## src/rtl/pulse_sync_mc_if.sv

```systemverilog
// Bundle of per-channel event inputs and pulse/status outputs for pulse_sync_mc.
// master: the side that produces events and consumes pulses. slave: the receiver.
interface pulse_sync_mc_if #(
    parameter int unsigned CH = 4
);
    logic [CH-1:0] i_a_sig;
    logic [CH-1:0] i_clr;
    logic [CH-1:0] o_pulse;
    logic [CH-1:0] o_busy;
    logic [CH-1:0] o_ovf;
    logic [CH-1:0] o_sync_lvl;

    modport master (
        output i_a_sig,
        output i_clr,
        input  o_pulse,
        input  o_busy,
        input  o_ovf,
        input  o_sync_lvl
    );

    modport slave (
        input  i_a_sig,
        input  i_clr,
        output o_pulse,
        output o_busy,
        output o_ovf,
        output o_sync_lvl
    );
endinterface

```

## src/rtl/pulse_sync_mc.sv

```systemverilog
// Multi-channel asynchronous event receiver. Each channel synchronises a foreign-domain
// level, detects the selected edge(s) and emits a fixed-width pulse per event. Events that
// arrive while a pulse is in flight are queued in a saturating pending counter.
module pulse_sync_mc #(
    parameter int unsigned CH          = 4,
    parameter int unsigned SYNC_STAGES = 2,
    parameter int unsigned EDGE_MODE   = 0,
    parameter int unsigned PULSE_W     = 1,
    parameter int unsigned PEND_W      = 3
) (
    input  logic           i_clk,
    input  logic           i_rst_n,
    pulse_sync_mc_if.slave bus_if
);

    typedef enum logic [1:0] {
        StIdle,
        StPulse,
        StGap
    } state_e;

    localparam int unsigned       CntW    = (PULSE_W > 1) ? $clog2(PULSE_W) : 1;
    localparam logic [CntW-1:0]   CntLoad = CntW'(PULSE_W - 1);
    localparam logic [CntW-1:0]   CntOne  = CntW'(1);
    localparam logic [PEND_W-1:0] PendMax = '1;
    localparam logic [PEND_W-1:0] PendOne = PEND_W'(1);

    for (genvar g = 0; g < CH; g++) begin : g_ch
        logic [SYNC_STAGES-1:0] r_sync;
        logic                   r_hist;
        state_e                 r_state;
        state_e                 w_state_nxt;
        logic [CntW-1:0]        r_cnt;
        logic [CntW-1:0]        w_cnt_nxt;
        logic [PEND_W-1:0]      r_pend;
        logic [PEND_W-1:0]      w_pend_nxt;
        logic [PEND_W-1:0]      w_pend_base;
        logic                   r_ovf;
        logic                   w_ovf_nxt;
        logic                   w_ovf_base;
        logic                   w_sync_out;
        logic                   w_rise;
        logic                   w_fall;
        logic                   w_event;

        assign w_sync_out = r_sync[SYNC_STAGES-1];
        assign w_rise     = w_sync_out & ~r_hist;
        assign w_fall     = ~w_sync_out & r_hist;
        assign w_event    = (EDGE_MODE == 0) ? w_rise :
                            (EDGE_MODE == 1) ? w_fall : (w_rise | w_fall);

        // Clear takes effect first so a same-cycle event lands on an empty queue.
        assign w_pend_base = bus_if.i_clr[g] ? '0 : r_pend;
        assign w_ovf_base  = bus_if.i_clr[g] ? 1'b0 : r_ovf;

        // Synchroniser chain and edge-history flop.
        always_ff @(posedge i_clk or negedge i_rst_n) begin
            if (!i_rst_n) begin
                r_sync <= '0;
                r_hist <= 1'b0;
            end else begin
                r_sync <= {r_sync[SYNC_STAGES-2:0], bus_if.i_a_sig[g]};
                r_hist <= w_sync_out;
            end
        end

        // Channel FSM, pulse counter, pending queue and sticky overflow state.
        always_ff @(posedge i_clk or negedge i_rst_n) begin
            if (!i_rst_n) begin
                r_state <= StIdle;
                r_cnt   <= '0;
                r_pend  <= '0;
                r_ovf   <= 1'b0;
            end else begin
                r_state <= w_state_nxt;
                r_cnt   <= w_cnt_nxt;
                r_pend  <= w_pend_nxt;
                r_ovf   <= w_ovf_nxt;
            end
        end

        // Next-state: start/extend pulses, queue or drop events, dequeue in the gap cycle.
        always_comb begin
            w_state_nxt = r_state;
            w_cnt_nxt   = r_cnt;
            w_pend_nxt  = w_pend_base;
            w_ovf_nxt   = w_ovf_base;
            unique case (r_state)
                StIdle: begin
                    if (w_event) begin
                        w_state_nxt = StPulse;
                        w_cnt_nxt   = CntLoad;
                    end else if (w_pend_base != '0) begin
                        // Only reachable when a clear raced an event in the gap cycle.
                        w_state_nxt = StPulse;
                        w_cnt_nxt   = CntLoad;
                        w_pend_nxt  = w_pend_base - PendOne;
                    end
                end
                StPulse: begin
                    if (r_cnt == '0) begin
                        w_state_nxt = StGap;
                    end else begin
                        w_cnt_nxt = r_cnt - CntOne;
                    end
                    if (w_event) begin
                        if (w_pend_base == PendMax) begin
                            w_ovf_nxt = 1'b1;
                        end else begin
                            w_pend_nxt = w_pend_base + PendOne;
                        end
                    end
                end
                StGap: begin
                    if (w_pend_base != '0) begin
                        w_state_nxt = StPulse;
                        w_cnt_nxt   = CntLoad;
                        // A same-cycle event replaces the dequeued slot: net zero.
                        if (!w_event) begin
                            w_pend_nxt = w_pend_base - PendOne;
                        end
                    end else begin
                        w_state_nxt = StIdle;
                        if (w_event) begin
                            w_pend_nxt = w_pend_base + PendOne;
                        end
                    end
                end
                default: begin
                    w_state_nxt = StIdle;
                end
            endcase
        end

        assign bus_if.o_pulse[g]    = (r_state == StPulse);
        assign bus_if.o_busy[g]     = (r_state != StIdle) | (r_pend != '0);
        assign bus_if.o_ovf[g]      = r_ovf;
        assign bus_if.o_sync_lvl[g] = w_sync_out;
    end

endmodule

```

## src/flat_wrapper.sv

```systemverilog
// flat-port wrapper written by rule: the top's interface ports become plain ports
module pulse_sync_mc_flat 
#(
    parameter int unsigned CH          = 4,
    parameter int unsigned SYNC_STAGES = 2,
    parameter int unsigned EDGE_MODE   = 0,
    parameter int unsigned PULSE_W     = 1,
    parameter int unsigned PEND_W      = 3
)
  (i_clk, i_rst_n, bus_if_i_a_sig, bus_if_i_clr, bus_if_o_pulse, bus_if_o_busy, bus_if_o_ovf, bus_if_o_sync_lvl);
  pulse_sync_mc_if #(.CH(CH)) bus_if_i ();
  input  logic i_clk;
  input  logic i_rst_n;
  input wire logic [$bits(bus_if_i.i_a_sig)-1:0] bus_if_i_a_sig;
  input wire logic [$bits(bus_if_i.i_clr)-1:0] bus_if_i_clr;
  output wire logic [$bits(bus_if_i.o_pulse)-1:0] bus_if_o_pulse;
  output wire logic [$bits(bus_if_i.o_busy)-1:0] bus_if_o_busy;
  output wire logic [$bits(bus_if_i.o_ovf)-1:0] bus_if_o_ovf;
  output wire logic [$bits(bus_if_i.o_sync_lvl)-1:0] bus_if_o_sync_lvl;
  assign bus_if_i.i_a_sig = bus_if_i_a_sig;
  assign bus_if_i.i_clr = bus_if_i_clr;
  assign bus_if_o_pulse = bus_if_i.o_pulse;
  assign bus_if_o_busy = bus_if_i.o_busy;
  assign bus_if_o_ovf = bus_if_i.o_ovf;
  assign bus_if_o_sync_lvl = bus_if_i.o_sync_lvl;
  pulse_sync_mc #(.CH(CH), .SYNC_STAGES(SYNC_STAGES), .EDGE_MODE(EDGE_MODE), .PULSE_W(PULSE_W), .PEND_W(PEND_W)) u_core (.i_clk(i_clk), .i_rst_n(i_rst_n), .bus_if(bus_if_i));
endmodule
```

## config.mk

```make
export PLATFORM = sky130hd
export DESIGN_NAME = pulse_sync_mc_flat
export DESIGN_NICKNAME = d
export VERILOG_FILES = /design/src/rtl/pulse_sync_mc_if.sv /design/src/rtl/pulse_sync_mc.sv /design/src/flat_wrapper.sv
export SDC_FILE = /design/constraint.sdc
export NUM_CORES = 1
export LEC_CHECK = 0
export ABC_AREA = 0
export ABC_CLOCK_PERIOD_IN_PS = 4900
export BUFFER_PORTS_ARGS = -buffer_cell sky130_fd_sc_hd__buf_2
export CAP_MARGIN = 20
export CORE_MARGIN = 2
export CORE_UTILIZATION = 55
export CTS_BUF_LIST = sky130_fd_sc_hd__clkbuf_16
export DETAILED_ROUTE_END_ITERATION = 6
export GPL_TIMING_DRIVEN = 0
export PLACE_DENSITY = 0.86
export SYNTH_ARGS = -nofsm -noshare
export SYNTH_HDL_FRONTEND = slang
export SYNTH_SLANG_ARGS = --single-unit
```

## constraint.sdc

```tcl
create_clock -name i_clk -period 4.9 [get_ports i_clk]
set_clock_uncertainty 0.2 [all_clocks]
set_input_delay 0.98 -clock i_clk [delete_from_list [all_inputs] [get_ports i_clk]]
set_output_delay 0.98 -clock i_clk [all_outputs]
set_load 0.02 [all_outputs]
```

# Word level (Yosys, flattened, before mapping)
# Index checks and enable logic that the tools add are counted.
classes:
  n_mux: 88
  n_reduce_logical: 24
  n_eq_ne: 20
  add_sub_neg: 12
  bitwise: 12
op_table:
  columns: ["cell", "n"]
  rows:
  - ["2-to-1 mux 3 bit", 32]
  - ["case mux 3 bit (3 select lines)", 4]
  - ["nonzero test 3 bit", 12]
  - ["2-to-1 mux 1 bit", 32]
  - ["2-to-1 mux 2 bit", 12]
  - ["case mux 2 bit (3 select lines)", 4]
  - ["adder 3 x 1 -> 3 bit (second input constant)", 4]
  - ["== test 3 bit (second input constant)", 4]
  - ["inequality test 3 x 1 -> 1 bit (second input constant)", 4]
  - ["case mux 1 bit (3 select lines)", 4]
  - ["subtractor 3 x 1 -> 3 bit (second input constant)", 4]
  - ["== test 2 x 1 -> 1 bit (second input constant)", 4]
  - ["== test 2 bit (second input constant)", 4]
  - ["zero test 2 bit", 4]
  - ["inequality test 2 bit (second input constant)", 4]
  - ["AND reduction 2 bit", 4]
  - ["nonzero test 2 bit", 4]
  - ["bitwise AND 1 bit", 4]
  - ["inverter 1 bit", 4]
  - ["bitwise OR 1 bit", 4]
  - ["subtractor 1 bit (second input constant)", 4]
totals:
  inputBits: 10
  reg_bits: 40
  word_cells: 180

# Logic depth before layout (Yosys ltp)
depth:
  ltp_word: 5
  mapped_depth: 10
  depth_no_buf: 9

# Worst setup path after synthesis
# OpenSTA, ideal clock, no wires.
synth_path:
  path_type: "input-to-reg"
  from: "input bus_if_i_clr[0]"
  to: "register u_core.g_ch[0].r_pend[1]"
  slack_ns: 2.041
  setup_time_ns: 0.141
  n_path_buf: 0
  arrival_time_ns: 2.518
  required_ns: 4.559
  stages: 7
  path_cell_list: "nor2b_1 > inv_1 > ha_1 > ha_1 > o311a_1 > a2111oi_0 > a22oi_1"
synth_between:
  elab_chain_len: 5
synth_lines:
  columns: ["element", "line_no", "text"]
  rows:
  - ["from (decl)", "flat_wrapper.sv:15", "input wire logic [$bits(bus_if_i.i_clr)-1:0] bus_if_i_clr;"]
  - ["2-to-1 mux 3 bit *", "pulse_sync_mc.sv:53", "assign w_pend_base = bus_if.i_clr[g] ? '0 : r_pend;"]
  - ["adder 3 x 1 -> 3 bit, or another cell as far along", "pulse_sync_mc.sv:110, pulse_sync_mc.sv:125", null]
  - ["2-to-1 mux 3 bit (on tied branches)", null, null]
  - ["2-to-1 mux 3 bit (on tied branches)", "pulse_sync_mc.sv:115, pulse_sync_mc.sv:90, pulse_sync_mc.sv:106", null]
  - ["case mux 3 bit (3 select lines) *", "pulse_sync_mc.sv:88", "unique case (r_state)"]
  - ["net u_core.g_ch[0].w_pend_nxt[1]", "pulse_sync_mc.sv:36", "logic [PEND_W-1:0] w_pend_nxt;"]
  - ["to (signal assigned)", "pulse_sync_mc.sv:77", "r_pend <= w_pend_nxt;"]
  - ["to (decl)", "pulse_sync_mc.sv:35", "logic [PEND_W-1:0] r_pend;"]
# The timed path passes the listed nets; every way through them passes the cells marked *.
# A chain may end at the register's enable or synchronous reset.

# Worst setup path after layout
layout_path:
  from: "register u_core.g_ch[0].r_state[0]"
  to: "output bus_if_o_busy[0]"
layout_between:
  elab_chain_len: 2
layout_lines:
  columns: ["element", "line_no", "text"]
  rows:
  - ["from (decl)", "pulse_sync_mc.sv:31", "state_e r_state;"]
  - ["from (signal assigned)", "pulse_sync_mc.sv:70", "r_state <= StIdle;"]
  - ["from (signal assigned)", "pulse_sync_mc.sv:75", "r_state <= w_state_nxt;"]
  - ["nonzero test 2 bit", "pulse_sync_mc.sv:136", "assign bus_if.o_busy[g] = (r_state != StIdle) | (r_pend != '0);"]
  - ["bitwise OR 1 bit", "pulse_sync_mc.sv:136", null]
  - ["to (decl)", "flat_wrapper.sv:17", "output wire logic [$bits(bus_if_i.o_busy)-1:0] bus_if_o_busy;"]
# No other way between the ends.

==> impl_metrics.env <==
export IMPL_top_layer_used="met4"
export IMPL_rows=26
export IMPL_core_sq_um=5140
export IMPL_fin_nets=410
export IMPL_overflow=0
export IMPL_hold_path_class="flip-flop to flip-flop"
export IMPL_yosys_area_top_type_share_pct=33.9
export IMPL_postSynthCellCount=334
export IMPL_routabilityCongestion=0.876
export IMPL_antenna_found_initial=0
export IMPL_cts_setup_buffers=0
export IMPL_die_x_microns=77.3
export IMPL_max_freq_mhz=323
export IMPL_grt_pass1_wl_microns=10800
export IMPL_timing_hold_ws_ns=0.152
export IMPL_final_common_cell="dfrtp_1"
export IMPL_synth_area_leaders="dfrtp_1, ha_1, o21ai_0"
export IMPL_cap_violations=0
export IMPL_finalMaxSlewViolations=0
export IMPL_leakage_nw=1.60
export IMPL_yosysWarnings=0
export IMPL_synth_largest_area_cell="dfrtp_1"
export IMPL_cp_slowest_cell="or4b_2"
export IMPL_netlist_cell_type_count=60
export IMPL_clock_latency_ns=0.28
export IMPL_fin_util_pct=64.8
export IMPL_async_flop_share_pct=100
export IMPL_grt_max_degree=41
export IMPL_cts_made_buffers=5
export IMPL_diodes=0
export IMPL_fin_crit_sh_pct=63.2
export IMPL_post_cts_resized=0
export IMPL_die_area_sq_um=5970
export IMPL_ioPinCount=26
export IMPL_start_util_pct=57.4
export IMPL_die_h_microns=77.3
export IMPL_cts_tree="yes"
export IMPL_synth_cell_area_sq_um=2950
export IMPL_ir_worst_vdd_uv=370
export IMPL_worstSetupStartpointType="flip-flop"
export IMPL_syn_avg_cell_area_sq_um=8.84
export IMPL_drive_above_1_share_pct=16.6
export IMPL_max_clock_path_buffers=2
export IMPL_required_ns=3.72
export IMPL_cp_data_arrival_time_ns=1.92
export IMPL_path_class="flip-flop to output pin"
export IMPL_grt_use_total_pct=21.9
export IMPL_crit_chain="inv_1 -> ha_1 -> or4b_2 -> buf_2"
export IMPL_crit_fanout=8
export IMPL_htree_levels=2
export IMPL_slew_headroom_pct=40.0
export IMPL_portBuffers=25
export IMPL_dp_hpwl_microns=4460
export IMPL_worst_pin_slew_ns=0.900
export IMPL_ant_nets=0
export IMPL_synth_edf_count=0
export IMPL_cts_hold_buf=0
export IMPL_wl_met3_microns=322
export IMPL_synthesis_nets=378
export IMPL_min_period_ns=3.10
export IMPL_power_density_nw_per_um2=531
export IMPL_viasPerCell=5.84
export IMPL_clkSinkCount=40
export IMPL_cts_root_buf="clkbuf_16"
export IMPL_ys_seq_area_share_pct=33.9
export IMPL_outcome="complete, no violations"
export IMPL_layout_area_overhead_vs_synth_pct=12.8
export IMPL_wl_met1_microns=2740
export IMPL_final_area_sq_um=3330
export IMPL_placed_area_sq_um=3160
export IMPL_first_iter_violations=176
export IMPL_firstDrtPassIters=5
export IMPL_grt_pass1_vias=2382
export IMPL_clk_pin_slew_ns=0.06
export IMPL_worst_setup_path_end_kind="output pin"
export IMPL_route_detailed_drc=0
export IMPL_synth_top_flop_cell="dfrtp_1"
export IMPL_rsz0062_at_grt="no"
export IMPL_dr_wl_met2_microns=3170
export IMPL_fin_setup_tns_ns=0
export IMPL_ys_ff_latch=40
export IMPL_wirelength_microns=6280
export IMPL_vias=2553
export IMPL_layout_common_cells="dfrtp_1, ha_1, inv_1"
export IMPL_cpPeakStageDelay_ns=0.60
export IMPL_hold_viol_final=0
export IMPL_setup_violations=0
export IMPL_wire_per_inst_microns=14.4
## state kept, by name, indices dropped and copies added (netlist names)
register and count:
u_core.g_ch.r_hist 4, u_core.g_ch.r_ovf 4, u_core.g_ch.r_pend 12, u_core.g_ch.r_sync 8
u_core.g_ch.r_state 8, u_core.g_ch.r_cnt 4
## cells by family after synthesis
logic type,Yosys count,synth area share (%)
buf+inv,53,8.60
xor+xnor,6,1.78
mux,4,1.65
compound gates,97,21.9
fa+ha+maj,34,14.4
flops,40,33.9
simple gates,100,17.8
## metrics by stage
stage	power (W)	setup slack, ns	instances
3_5_place_dp	0.00139	1.66	429
2_1_floorplan	0.00117	2.04	334
4_1_cts	0.00176	1.81	437
3_3_place_gp	0.00134	1.68	429
5_1_grt	0.00191	1.58	437
6_report	0.00177	1.80	437
## worst max-delay path: cells and delay by family (launching register included)
| family | cells | cell delay [ns] |
|---|---|---|
| AND/OR/NAND/NOR | 1 | 0.60 |
| adder cells (fa/ha/maj) | 1 | 0.32 |
| flip-flops | 1 | 0.44 |
| buffers and inverters | 2 | 0.28 |
## routing by layer
metal  up-vias  track usage (%)
li1       1232                -
met1      1222             28.5
met2        91             37.9
met3         8             4.12
met4         0             5.00
met5         -                0
## Yosys cell counts (all sizes together) (3+ instances only)
master and count:
a21o 3, mux2 4, xnor2 6, nor2 23, a21boi 3, inv 30
clkbuf 6, a22oi 5, nand2b 8, o211ai 6, o22ai 4, a221oi 4
buf 17, nand3 7, and3 3, or4b 3, o31ai 3, ha 34
dfrtp 40, o21ai 23, nand2 28, nor2b 15, o21a 3, a21oi 22
## layout make-up
class	instances	area, sq um
Buffer	23	141
Clock buffer	5	125
Clock inverter	3	38.8
Fill cell	456	1810
Inverter	30	113
Multi-Input combinational cell	241	1700
Sequential cell	40	1000
Tap cell	70	87.6
Timing Repair Buffer	25	125
## path summary, 6_finish.rpt
| kind | startpoint | slack (ns) | to | cells past startpoint |
|---|---|---|---|---|
| max | u_core.g_ch[0].r_state[0] | 1.80 | bus_if_o_busy[0] | 4 |
| min in group asynchronous | i_rst_n | 0.63 | u_core.g_ch[3].r_pend[0] | 1 |
| max reg2reg | u_core.g_ch[0].r_pend[1] | 2.28 | u_core.g_ch[0].r_pend[0] | 8 |
| min reg2reg | u_core.g_ch[0].r_sync[0] | 0.15 | u_core.g_ch[0].r_sync[1] | 0 |
| max in group asynchronous | i_rst_n | 3.30 | u_core.g_ch[0].r_cnt | 1 |
| min | u_core.g_ch[0].r_sync[0] | 0.15 | u_core.g_ch[0].r_sync[1] | 0 |
## power breakdown
| group | leakage, nW | internal [W] | switching [W] | total (W) |
|---|---|---|---|---|
| logic | 1.01 | 0.000392 | 0.000536 | 0.000928 |
| registers | 0.511 | 0.000401 | 0.0000724 | 0.000474 |
| clock network | 0.0850 | 0.000237 | 0.000128 | 0.000365 |
| total | 1.60 | 0.00103 | 0.000736 | 0.00177 |
No activity file was read; power rests on OpenSTA's default activity.
